--- config.mk ---
export PLATFORM = sky130hd
export DESIGN_NAME = sfm_int_slicer_flat
export DESIGN_NICKNAME = d
export VERILOG_FILES = /design/src/rtl/sfm_int_slicer_if.sv /design/src/rtl/sfm_int_slicer.sv /design/src/flat_wrapper.sv
export SDC_FILE = /design/constraint.sdc
export NUM_CORES = 1
export LEC_CHECK = 0
export CORE_MARGIN = 4
export CORE_UTILIZATION = 30
export CTS_BUF_LIST = sky130_fd_sc_hd__clkbuf_8
export DETAILED_ROUTE_END_ITERATION = 16
export PLACE_DENSITY = 0.61
export SETUP_SLACK_MARGIN = 0.2
export SYNTH_ARGS = -nofsm -noshare
export SYNTH_HDL_FRONTEND = slang
export SYNTH_SLANG_ARGS = --single-unit
--- constraint.sdc ---
create_clock -name clk_i -period 2.2 [get_ports clk_i]
set_clock_uncertainty 0.1 [all_clocks]
set_input_delay 0.22 -clock clk_i [delete_from_list [all_inputs] [get_ports clk_i]]
set_output_delay 0.22 -clock clk_i [all_outputs]
set_load 0.02 [all_outputs]
--- src/rtl/sfm_int_slicer_if.sv ---
// sfm_int_slicer_if: valid/ready stream carrying packed words with a byte strobe.
interface sfm_int_slicer_if #(
    parameter int unsigned DATA_WIDTH = 160
) ();
    logic                    valid;
    logic                    ready;
    logic [DATA_WIDTH-1:0]   data;
    logic [DATA_WIDTH/8-1:0] strb;

    modport master (output valid, data, strb, input ready);
    modport slave  (input valid, data, strb, output ready);
endinterface

--- src/rtl/sfm_int_slicer.sv ---
// sfm_int_slicer: re-emits each packed integer word as R low-aligned slices so the cast stage sees every lane.
module sfm_int_slicer #(
    parameter int unsigned DATA_WIDTH = 160,
    parameter int unsigned INT_WIDTH  = 8,
    parameter logic [2:0]  FPFORMAT   = 3'd2
) (
    input  logic             clk_i,
    input  logic             rst_ni,
    input  logic             clear_i,
    input  logic             enable_i,
    output logic             busy_o,
    sfm_int_slicer_if.slave  stream_i,
    sfm_int_slicer_if.master stream_o
);
    // Float format encoding: 0 FP32, 1 FP64, 2 FP16, 3 FP8, 4 FP16ALT.
    function automatic int unsigned fp_width(input logic [2:0] f);
        return f == 3'd0 ? 32 : f == 3'd1 ? 64 : f == 3'd3 ? 8 : 16;
    endfunction

    localparam int unsigned FP_WIDTH  = fp_width(FPFORMAT);
    localparam int unsigned ACTUAL_DW = DATA_WIDTH - 32;
    localparam int unsigned R         = INT_WIDTH < FP_WIDTH ? FP_WIDTH / INT_WIDTH : 1;
    localparam int unsigned S         = ACTUAL_DW / R;
    localparam int unsigned SB        = S / 8;
    localparam int unsigned CW        = $clog2(R) + 1;
    localparam int unsigned SW        = DATA_WIDTH / 8;

    typedef enum logic {IDLE, EMIT} state_t;

    state_t                 state_q;
    logic [ACTUAL_DW-1:0]   buf_data_q;
    logic [ACTUAL_DW/8-1:0] buf_strb_q;
    logic [CW-1:0]          cnt_q, last_q, last_d;
    logic                   idle, bypass, at_last, in_hs, out_hs;

    // Trailing all-zero slices are never emitted; interior ones still are.
    always_comb begin
        last_d = '0;
        for (int k = 0; k < int'(R); k++)
            if (|stream_i.strb[k*SB +: SB]) last_d = CW'(k);
    end

    assign idle    = state_q == IDLE;
    assign bypass  = idle && !enable_i;
    assign at_last = cnt_q == last_q;
    assign busy_o  = !idle;
    assign in_hs   = stream_i.valid && stream_i.ready && !bypass;
    assign out_hs  = stream_o.ready && !idle;

    assign stream_i.ready = bypass ? stream_o.ready : idle || (stream_o.ready && at_last);
    assign stream_o.valid = bypass ? stream_i.valid : !idle;
    assign stream_o.data  = bypass ? stream_i.data : DATA_WIDTH'(buf_data_q[cnt_q*S +: S]);
    assign stream_o.strb  = bypass ? stream_i.strb : SW'(buf_strb_q[cnt_q*SB +: SB]);

    always_ff @(posedge clk_i or negedge rst_ni) begin
        if (!rst_ni) begin
            state_q    <= IDLE;
            buf_data_q <= '0;
            buf_strb_q <= '0;
            cnt_q      <= '0;
            last_q     <= '0;
        end else if (clear_i) begin
            state_q    <= IDLE;
            buf_data_q <= '0;
            buf_strb_q <= '0;
            cnt_q      <= '0;
            last_q     <= '0;
        end else if (in_hs) begin
            buf_data_q <= stream_i.data[ACTUAL_DW-1:0];
            buf_strb_q <= stream_i.strb[ACTUAL_DW/8-1:0];
            cnt_q      <= '0;
            last_q     <= last_d;
            state_q    <= |stream_i.strb[ACTUAL_DW/8-1:0] ? EMIT : IDLE;
        end else if (out_hs) begin
            cnt_q      <= at_last ? '0 : cnt_q + 1'b1;
            state_q    <= at_last ? IDLE : EMIT;
        end
    end
endmodule

--- src/flat_wrapper.sv ---
// flat-port wrapper written by rule: the top's interface ports become plain ports
module sfm_int_slicer_flat 
#(
    parameter int unsigned DATA_WIDTH = 160,
    parameter int unsigned INT_WIDTH  = 8,
    parameter logic [2:0]  FPFORMAT   = 3'd2
)
  (clk_i, rst_ni, clear_i, enable_i, busy_o, stream_i_valid, stream_i_data, stream_i_strb, stream_i_ready, stream_o_valid, stream_o_data, stream_o_strb, stream_o_ready);
  sfm_int_slicer_if #(.DATA_WIDTH(DATA_WIDTH)) stream_i_i ();
  sfm_int_slicer_if #(.DATA_WIDTH(DATA_WIDTH)) stream_o_i ();
  input  logic clk_i;
  input  logic rst_ni;
  input  logic clear_i;
  input  logic enable_i;
  output logic busy_o;
  input wire logic [$bits(stream_i_i.valid)-1:0] stream_i_valid;
  input wire logic [$bits(stream_i_i.data)-1:0] stream_i_data;
  input wire logic [$bits(stream_i_i.strb)-1:0] stream_i_strb;
  output wire logic [$bits(stream_i_i.ready)-1:0] stream_i_ready;
  output wire logic [$bits(stream_o_i.valid)-1:0] stream_o_valid;
  output wire logic [$bits(stream_o_i.data)-1:0] stream_o_data;
  output wire logic [$bits(stream_o_i.strb)-1:0] stream_o_strb;
  input wire logic [$bits(stream_o_i.ready)-1:0] stream_o_ready;
  assign stream_i_i.valid = stream_i_valid;
  assign stream_i_i.data = stream_i_data;
  assign stream_i_i.strb = stream_i_strb;
  assign stream_i_ready = stream_i_i.ready;
  assign stream_o_valid = stream_o_i.valid;
  assign stream_o_data = stream_o_i.data;
  assign stream_o_strb = stream_o_i.strb;
  assign stream_o_i.ready = stream_o_ready;
  sfm_int_slicer #(.DATA_WIDTH(DATA_WIDTH), .INT_WIDTH(INT_WIDTH), .FPFORMAT(FPFORMAT)) u_core (.clk_i(clk_i), .rst_ni(rst_ni), .clear_i(clear_i), .enable_i(enable_i), .busy_o(busy_o), .stream_i(stream_i_i), .stream_o(stream_o_i));
endmodule
==> results of run 1 <==
## repair_timing
item,CTS,global route
cloned,1,16
setup endpoints to repair,183,295
setup buffers,2,26
hold buffers,1,0
pin swaps,3,26
hold endpoints to repair,122,0
resized for setup,543,478
## sequential cells by signal, summed over array words and instances, names as in the netlist
name and count:
u_core.buf_data_q 128, u_core.cnt_q 2, u_core.buf_strb_q 16, u_core.busy_o 1, u_core.last_q 1
## critical path, delay by kind of cell, from the launching register on
family          cells  cell delay [ns]
flops               1             0.50
buf+inv             3             0.46
xor+xnor            1             0.17
compound gates      1             0.17
simple gates        1             0.12
## synth_stat cells
library cell  number  share of area [%]
nand3b_1           1               0.10
nand2_1           75                3.7
dfrtp_1          148                 49
clkbuf_1          30                1.5
buf_6              7                1.0
o21ai_0           74                4.9
or2_1              1              0.083
and2_1           108                9.0
nor2_1             3               0.15
buf_2             29                1.9
nand3_1            1              0.066
a22o_1           145                 17
inv_1              2               0.10
a21oi_1            4               0.27
nor3_1             4               0.27
a41oi_1            1               0.12
xnor2_1            1               0.12
nor2b_4            1               0.18
buf_4              1               0.10
nor4_1             4               0.33
mux2i_1           72                9.6
nor2_4             1               0.15
and4b_1            1               0.13
a32o_2             1               0.15
## layout make-up
cell class                      count  area share [%]
Inverter                            2          0.0578
Clock inverter                     13            1.15
Sequential cell                   148            28.6
Multi-Input combinational cell    498            29.3
Tap cell                          324            3.12
Timing Repair Buffer              448            35.9
Clock buffer                       18            1.91
## stage by stage
step | cells | hold WS [ns] | area [µm²] | worst slack (ns)
4_1_cts | 1409 | 0.151 | 12100 | -0.0539
6_report | 1451 | 0.179 | 13000 | 0.0193
3_3_place_gp | 1374 | 0.0661 | 11700 | -0.299
5_1_grt | 1451 | 0.174 | 13000 | -0.115
2_1_floorplan | 715 | -0.176 | 7530 | 0.264
3_5_place_dp | 1374 | 0.0666 | 11700 | -0.305
## worst paths after layout
| check | startpoint | endpoint | cells past startpoint |
|---|---|---|---|
| setup / recovery | u_core.cnt_q[0] | stream_i_ready | 6 |
| hold / removal | rst_ni | u_core.buf_data_q[87] | 2 |
| setup reg to reg | u_core.cnt_q[0] | u_core.buf_data_q[45] | 7 |
| hold reg to reg | u_core.buf_data_q[14] | u_core.buf_data_q[14] | 1 |
| max in group asynchronous | rst_ni | u_core.buf_data_q[115] | 3 |
| min in group clk_i | stream_i_data[126] | u_core.buf_data_q[126] | 2 |
## kinds of logic (layout without fill, tap and decap cells)
logic type / Yosys count / after routing / share of synthesized area (%)
AO/OA/AOI/OAI: 225 / 225 / 22.3
AND/OR/NAND/NOR: 200 / 200 / 14.2
flip-flops: 148 / 148 / 49.2
multiplexers: 72 / 72 / 9.57
buffers and inverters: 69 / 481 / 4.67
XOR/XNOR: 1 / 1 / 0.116
## metal layers
layer / track usage, % / up-vias / share of wire [%]
met4: 3.98 / 0 / 1.1
met3: 6.00 / 17 / 6.6
met5: 0 / - / 0
met2: 30.8 / 282 / 50
li1: - / 3391 / -
met1: 23.4 / 3540 / 43
## where the power goes
group	internal (mW)	leakage (nW)	switching [mW]	total, mW
clock network	1.05	0.181	1.08	2.13
logic	1.12	3.65	1.05	2.17
registers	2.87	2.01	0.0944	2.96
total	5.04	5.84	2.23	7.26
==> impl_metrics.csv, run 1 <==
group,metric,value,unit
run_status,outcome,"complete, no violations",
sta,finalSetupViolCount,0,
yosys,ys_ff_latch,148,
die,core-area,0.0245,mm²
global_route,antenna_found_initial,0,
drt,totalWireLength,28300,µm
critical_path,path_class,"register to primary output",
drt,vias_per_cell,4.98,
clock_tree,htree_levels,4,
yosys,ys_types,24,
critical_path,worst-r2r-setup-slack,0.08,ns
sta,drv_slew,0,
pwr,ir_drop,0.000365,V
cells_and_area,final_common_cell,"clkdlybuf4s50_1",
drt,drt_iter0_markers,372,
critical_path,worstPathCellList,"buf_8, buf_4, xnor2_2, nand3b_1, a21oi_1, buf_4",
sta,rsz0062_at_grt,"yes",
clock_tree,clock_latency,0.43,ns
cells_and_area,final_nets,1301,
clock_tree,cts_tree,"built",
sta,tns,0,ns
yosys,ys_warn_count,0,
clock_tree,clockBufferDepth,2,
cells_and_area,final_cell_mix,"clkdlybuf4s50_1 (185), dfrtp_1 (147), a22o_1 (145), buf_4 (99), and2_1 (90)",
run,maxCapViolCount,0,
critical_path,end_kind,"primary output",
cells_and_area,area_delta_synth_final,72.3,%
pwr,p_leak,5.84,nW
yosys,syn_avg_cell_area,10.5,µm²
pwr,power.density,560,mW/mm²
placement,port_buffers,368,
yosys,syn_inst,715,
critical_path,cp.required,1.88,ns
critical_path,cpPeakStageDelay,0.50,ns
clock_tree,cts-root-buf,"clkbuf_8",
cells_and_area,diodes,0,
die,die_w,166,µm
yosys,ys_seq_area_share,49.2,%
clock_tree,clk_pin_slew_worst_paths,0.09,ns
global_route,grt_use_total,18.4,%
global_route,grt-ovfl-total,0,
die,initial_core_util,30.7,%
drt,drc_errors,0,
die,fp.dieArea,0.0277,mm²
sta,max_freq,459,MHz
clock_tree,numClockSinks,148,
placement,gp_congestion,0.794,
cells_and_area,regArea,0.00371,mm²
cells_and_area,drive_gt1_share,32.6,%
sta,finalHoldViolations,0,
drt,antenna_left,0,
yosys,synth_area,0.00753,mm²
sta,tightest_slew,0.431,ns
drt,vias,7230,
critical_path,cp.arrival,1.86,ns
cells_and_area,nFillCells,2239,
die,die_y,166,µm
die,io-pin-count,369,
global_route,grt_pass1_vias,7275,
drt,first_pass_iters,4,
sta,relSlewSlack,71.0,%
min_path,hold_class,"primary input to asynchronous set/reset pin",
critical_path,startpoint_type,"register",
critical_path,crit_fanout,4,
yosys,synth_nets,901,
placement,hpwl,19200,µm
global_route,grt_max_degree,56,
clock_tree,cts_buffers,17,
pwr,p_total,7.26,mW
cells_and_area,multi_input_area,0.00381,mm²
cells_and_area,finish.utilization,52.9,%
sta,finalCritPeriodShare,99.1,%
sta,post-route-min-period,2.18,ns
critical_path,crit_top_cell,"buf_4",
critical_path,slowest_stage,"dfrtp_4",
drt,wl_per_cell,19.5,µm
die,row_count,57,
global_route,grt_pass1_wl,41500,µm
No activity file was read; power rests on OpenSTA's default activity.
==> inputs of run 2 (changes only) <==
Settings changed: SETUP_SLACK_MARGIN 0.2 to 0.1.
==> run 2 against run 1 <==
Effect of this change:
- sequential share of layout area up 0.34 points
- core utilization fell by 0.63 points
- count of clock-buffer cells in the layout decreased by 1
- combinational power hardly changed
- cell count decreased by 0.41%
- setup slack better by 0.027 ns
- critical path depth fell by 1
- global-route usage rose by 0.24 points
- critical endpoint is now stream_o_data[56]
- largest power group unchanged
- highest routed layer unchanged
==> impl_metrics.csv, run 2 (synthesis results as in run 1) <==
group,metric,value,unit
die,core-area,0.0245,mm²
sta,finalHoldViolations,0,
critical_path,crit_fanout,17,
die,io-pin-count,369,
sta,post-route-min-period,2.15,ns
critical_path,crit_family,"flip-flops",
pwr,power.density,553,mW/mm²
clock_tree,cts_buffers,17,
clock_tree,numClockSinks,148,
clock_tree,clock_latency,0.44,ns
drt,wl_per_cell,20.4,µm
critical_path,worstPathCellList,"nor2_4, or2_4, buf_12, o21ai_1, buf_4",
placement,dp_slack,-0.588,ns
run,maxCapViolCount,0,
clock_tree,clk_pin_slew_worst_paths,0.09,ns
placement,port_buffers,368,
die,row_count,57,
critical_path,path_class,"register to primary output",
die,initial_core_util,30.7,%
drt,drt_iter0_markers,483,
placement,gp_congestion,0.746,
die,die_w,166,µm
sta,drv_slew,0,
clock_tree,cts_tree,"built",
sta,relSlewSlack,67.1,%
cells_and_area,area_delta_synth_final,70.3,%
critical_path,end_kind,"primary output",
critical_path,cp.required,1.88,ns
drt,totalWireLength,29500,µm
drt,vias_per_cell,5.03,
sta,rsz0062_at_grt,"yes",
global_route,grt_max_degree,75,
cells_and_area,largest_register_ffs,128,
cells_and_area,drive_gt1_share,32.2,%
cells_and_area,final_cell_mix,"clkdlybuf4s50_1 (185), dfrtp_1 (147), a22o_1 (145), and2_1 (94), buf_4 (76)",
cells_and_area,finish.utilization,52.3,%
clock_tree,clockBufferDepth,2,
global_route,grt_pass1_wl,41900,µm
drt,drc_errors,0,
global_route,grt_use_total,18.6,%
sta,finalCritPeriodShare,97.9,%
die,die_y,166,µm
cells_and_area,final_area,0.0128,mm²
sta,finalWorstSetupSlack,0.0462,ns
drt,first_pass_iters,4,
critical_path,cp.arrival,1.83,ns
drt,vias,7271,
global_route,grt-ovfl-total,0,
cells_and_area,reg.largest.list,"u_core.buf_data_q x128, u_core.buf_strb_q x16, u_core.cnt_q x2",
cells_and_area,final_common_cell,"clkdlybuf4s50_1",
drt,antenna_left,0,
pwr,p_leak,5.76,nW
global_route,antenna_found_initial,2,
min_path,hold_class,"primary input to asynchronous set/reset pin",
placement,hpwl,18700,µm
run_status,outcome,"complete, no violations",
global_route,grt_pass1_vias,7418,
pwr,ir_drop,0.000288,V
cells_and_area,final_nets,1293,
critical_path,startpoint_type,"register",
sta,tns,0,ns
critical_path,cpPeakStageDelay,0.40,ns
sta,hold_slack,0.141,ns
critical_path,critPathBufInv,2,
placement,dpl_cell_area,0.0118,mm²
clock_tree,cts-root-buf,"clkbuf_8",
critical_path,slowest_stage,"dfrtp_1",
sta,tightest_slew,0.490,ns
sta,max_freq,464,MHz
sta,finalSetupViolCount,0,
cells_and_area,regMostFlops,"u_core.buf_data_q",
die,fp.dieArea,0.0277,mm²
clock_tree,htree_levels,4,
[run 2: final timing paths]
kind	from	to	slack, ns	depth (start not counted)
max	u_core.busy_o	stream_o_data[56]	0.05	5
min	rst_ni	u_core.buf_data_q[12]	0.14	2
max reg2reg	u_core.cnt_q[0]	u_core.buf_data_q[84]	0.22	5
min reg2reg	u_core.buf_data_q[98]	u_core.buf_data_q[98]	0.41	1
max in group asynchronous	rst_ni	u_core.buf_data_q[82]	1.14	3
min in group clk_i	stream_i_data[105]	u_core.buf_data_q[105]	0.29	2
[run 2: layout make-up]
cell class / instances / area, µm²
Clock buffer: 17 / 234
Sequential cell: 148 / 3710
Timing Repair Buffer: 440 / 4590
Clock inverter: 15 / 123
Inverter: 2 / 7.51
Tap cell: 324 / 405
Antenna cell: 1 / 2.50
Multi-Input combinational cell: 498 / 3760
Fill cell: 2259 / 11700
[run 2: timing repair]
action / CTS / global route
buffers inserted: 11 / 6
endpoints found under the setup margin: 181 / 265
gates cloned: 5 / 18
endpoints found under the hold margin: 58 / 0
pin swaps: 11 / 11
hold buffers: 1 / 0
resized for setup: 818 / 254
[run 2: metrics by stage]
stage	total power [mW]	instances
floorplan	3.82	715
global placement	4.96	1371
detailed placement	4.96	1371
CTS	6.91	1420
global route	7.45	1445
finish	7.09	1445
[run 2: routing by layer]
metal / vias up / global-route usage (%) / share of wire, %
li1: 3389 / - / -
met1: 3556 / 23.8 / 43
met2: 290 / 31.0 / 49
met3: 36 / 5.43 / 6.6
met4: 0 / 5.12 / 1.9
met5: - / 0 / 0
[run 2: report_power, final]
part / switching, mW / total [mW] / leakage, nW / internal, mW
sequential: 0.0944 / 2.96 / 2.01 / 2.87
combinational: 1.06 / 2.16 / 3.56 / 1.10
clock: 1.16 / 1.97 / 0.181 / 0.809
total: 2.32 / 7.09 / 5.75 / 4.77
==> inputs of run 3 (changes only) <==
Settings changed: CAP_MARGIN set to 5, CORE_UTILIZATION 30 to 42, HOLD_SLACK_MARGIN set to 0.12, PLACE_DENSITY 0.61 to 0.82.
==> run 3 against run 2 <==
Effect of this change:
- the run now ends with negative setup slack left
- maximum frequency fell by 6.1%
- count of clock-buffer cells in the layout rose by 2
- via count up 1.3%
- clock power up 15%
- non-clock buffer count down 22
- cell area is 6.0% lower
- hold slack improved by 0.088 ns
- first-iteration DRC count decreased by 19%
- critical path type unchanged
- critical endpoint is now stream_o_data[36]
- largest cell class unchanged
- highest routed layer unchanged
==> impl_metrics.csv, run 3 (synthesis results as in run 1) <==
group,metric,value,unit
critical_path,cp.depth,5,
critical_path,cpPeakStageDelay,0.41,ns
cells_and_area,final_common_cell,"clkdlybuf4s50_1",
run_status,violations,"negative setup slack",
sta,hold_slack,0.229,ns
critical_path,slowest_stage,"dfrtp_1",
drt,wl_per_cell,21.3,µm
critical_path,crit_family,"flip-flops",
die,die_w,142,µm
critical_path,worstPathCellList,"nor2_4, or2_2, buf_12, o21ai_1, buf_4",
drt,vias_per_cell,5.57,
clock_tree,cts_buffers,17,
cells_and_area,layoutNonFillerInstCount,1322,
run_status,outcome,"finished, violations left",
die,core-area,0.0174,mm²
drt,drc_errors,0,
cells_and_area,drive_gt1_share,27.7,%
die,fp.dieArea,0.0201,mm²
cells_and_area,finish.utilization,69.3,%
cells_and_area,multi_input_area,0.00362,mm²
cells_and_area,area_delta_synth_final,60.1,%
cells_and_area,regMostFlops,"u_core.buf_data_q",
critical_path,end_kind,"primary output",
critical_path,worst-r2r-setup-slack,0.12,ns
die,row_count,48,
clock_tree,htree_levels,4,
clock_tree,clockBufferDepth,2,
drt,totalWireLength,28200,µm
cells_and_area,reg.largest.list,"u_core.buf_data_q x128, u_core.buf_strb_q x16, u_core.cnt_q x2",
critical_path,timing.rr.start,"u_core.busy_o",
critical_path,critPathBufInv,2,
sta,rsz0062_at_grt,"yes",
clock_tree,numClockSinks,148,
critical_path,startpoint_type,"register",
sta,max_freq,436,MHz
drt,antenna_left,0,
min_path,hold_class,"primary input to asynchronous set/reset pin",
cells_and_area,diodes,0,
sta,finalSetupViolCount,23,
placement,dp.cells,1266,
placement,port_buffers,368,
sta,post-route-min-period,2.29,ns
global_route,grt_use_total,26.0,%
global_route,antenna_found_initial,0,
critical_path,reg2regPathDepth,7,
global_route,grt_max_degree,65,
global_route,grt_pass1_wl,41200,µm
clock_tree,cts_tree,"built",
sta,finalHoldViolations,0,
placement,gp_congestion,0.801,
die,die_y,142,µm
critical_path,timing.rr.end,"u_core.buf_data_q[62]",
sta,relSlewSlack,60.3,%
clock_tree,cts-root-buf,"clkbuf_8",
run,maxCapViolCount,0,
cells_and_area,final_cell_mix,"clkdlybuf4s50_1 (184), dfrtp_1 (147), a22o_1 (145), buf_4 (104), and2_1 (101)",
critical_path,cp.arrival,1.97,ns
sta,drv_slew,0,
cells_and_area,nFillCells,1402,
critical_path,crit_path_end,"stream_o_data[36]",
placement,dp_slack,-0.442,ns
critical_path,cp.required,1.88,ns
pwr,ir_drop,0.000343,V
clock_tree,clk_pin_slew_worst_paths,0.08,ns
critical_path,critPathLaunch,"u_core.busy_o",
sta,finalWorstSetupSlack,-0.0929,ns
clock_tree,clock_latency,0.44,ns
cells_and_area,regArea,0.00371,mm²
critical_path,crit_fanout,51,
cells_and_area,largest_register_ffs,128,
sta,tightest_slew,0.595,ns
drt,drt_iter0_markers,390,
pwr,p_leak,5.56,nW
cells_and_area,final_nets,1271,
pwr,power.density,602,mW/mm²
critical_path,path_class,"register to primary output",
sta,finalCritPeriodShare,104,%
die,initial_core_util,43.2,%
drt,vias,7367,
placement,hpwl,18400,µm
global_route,grt-ovfl-total,0,
drt,first_pass_iters,5,
global_route,grt_pass1_vias,7453,
die,io-pin-count,369,
-- run 3: cell count changes in the layout (fill, tap and decap cells not counted), moves of 9 or more --
cell / previous run / this run
clkdlybuf4s15_2: 21 / 0
buf_6: 50 / 20
buf_4: 76 / 104
o21ai_2: 22 / 13
clkbuf_2: 1 / 28
buf_2: 58 / 43
mux2i_2: 11 / 2
o21ai_0: 8 / 24
mux2i_1: 59 / 70
-- run 3: final cells by class --
type,instances,area share (%)
Tap cell,225,2.33
Clock inverter,12,1.35
Inverter,2,0.0622
Clock buffer,19,2.17
Multi-Input combinational cell,498,30.0
Sequential cell,148,30.7
Timing Repair Buffer,418,33.4
-- run 3: worst min-delay path by stage --
stage / startpoint / end / slack [ns] / cells past startpoint
global placement: rst_ni / u_core.buf_data_q[19] / 0.14 / 1
CTS: rst_ni / u_core.buf_data_q[82] / 0.24 / 2
global route: rst_ni / u_core.buf_data_q[82] / 0.25 / 2
floorplan: rst_ni / u_core.buf_data_q[0] / -0.18 / 0
detailed placement: rst_ni / u_core.buf_data_q[82] / 0.14 / 1
finish: rst_ni / u_core.buf_data_q[82] / 0.23 / 2
-- run 3: worst register-to-register path, stage by stage (launching register included) --
cell and delay [ns]:
dfrtp_1 0.43, buf_4 0.15, buf_6 0.12, and4b_1 0.16
a32o_2 0.26, nor2_4 0.26, buf_12 0.29, a22o_1 0.24
-- run 3: what timing repair did --
item,CTS,global route
cloned,8,7
hold buffers,1,0
setup buffers,6,4
pin swaps,2,40
hold endpoints to repair,109,0
resized for setup,809,195
setup endpoints to repair,181,216
-- run 3: per-layer routing --
layer,vias to the layer above,part of all wire [%],track usage [%]
met5,-,0,0
met4,0,2.6,9.60
met2,380,52,45.6
met3,61,8.0,6.40
met1,3601,37,31.1
li1,3325,-,-
-- run 3: through the flow --
step | power (mW) | setup TNS, ns | instance area (µm²)
after global placement | 4.89 | -33.83 | 11500
after floorplan | 3.82 | 0 | 7530
after detailed placement | 4.91 | -34.07 | 11500
final | 7.26 | -0.577 | 12100
after CTS | 7.15 | -1.86 | 11700
after global routing | 7.55 | -3.49 | 12100
-- run 3: report_power, final --
group | internal (mW) | switching (mW) | leakage, nW
logic | 0.996 | 1.03 | 3.32
registers | 2.87 | 0.0933 | 2.01
clock network | 1.28 | 0.998 | 0.226
total | 5.14 | 2.12 | 5.56
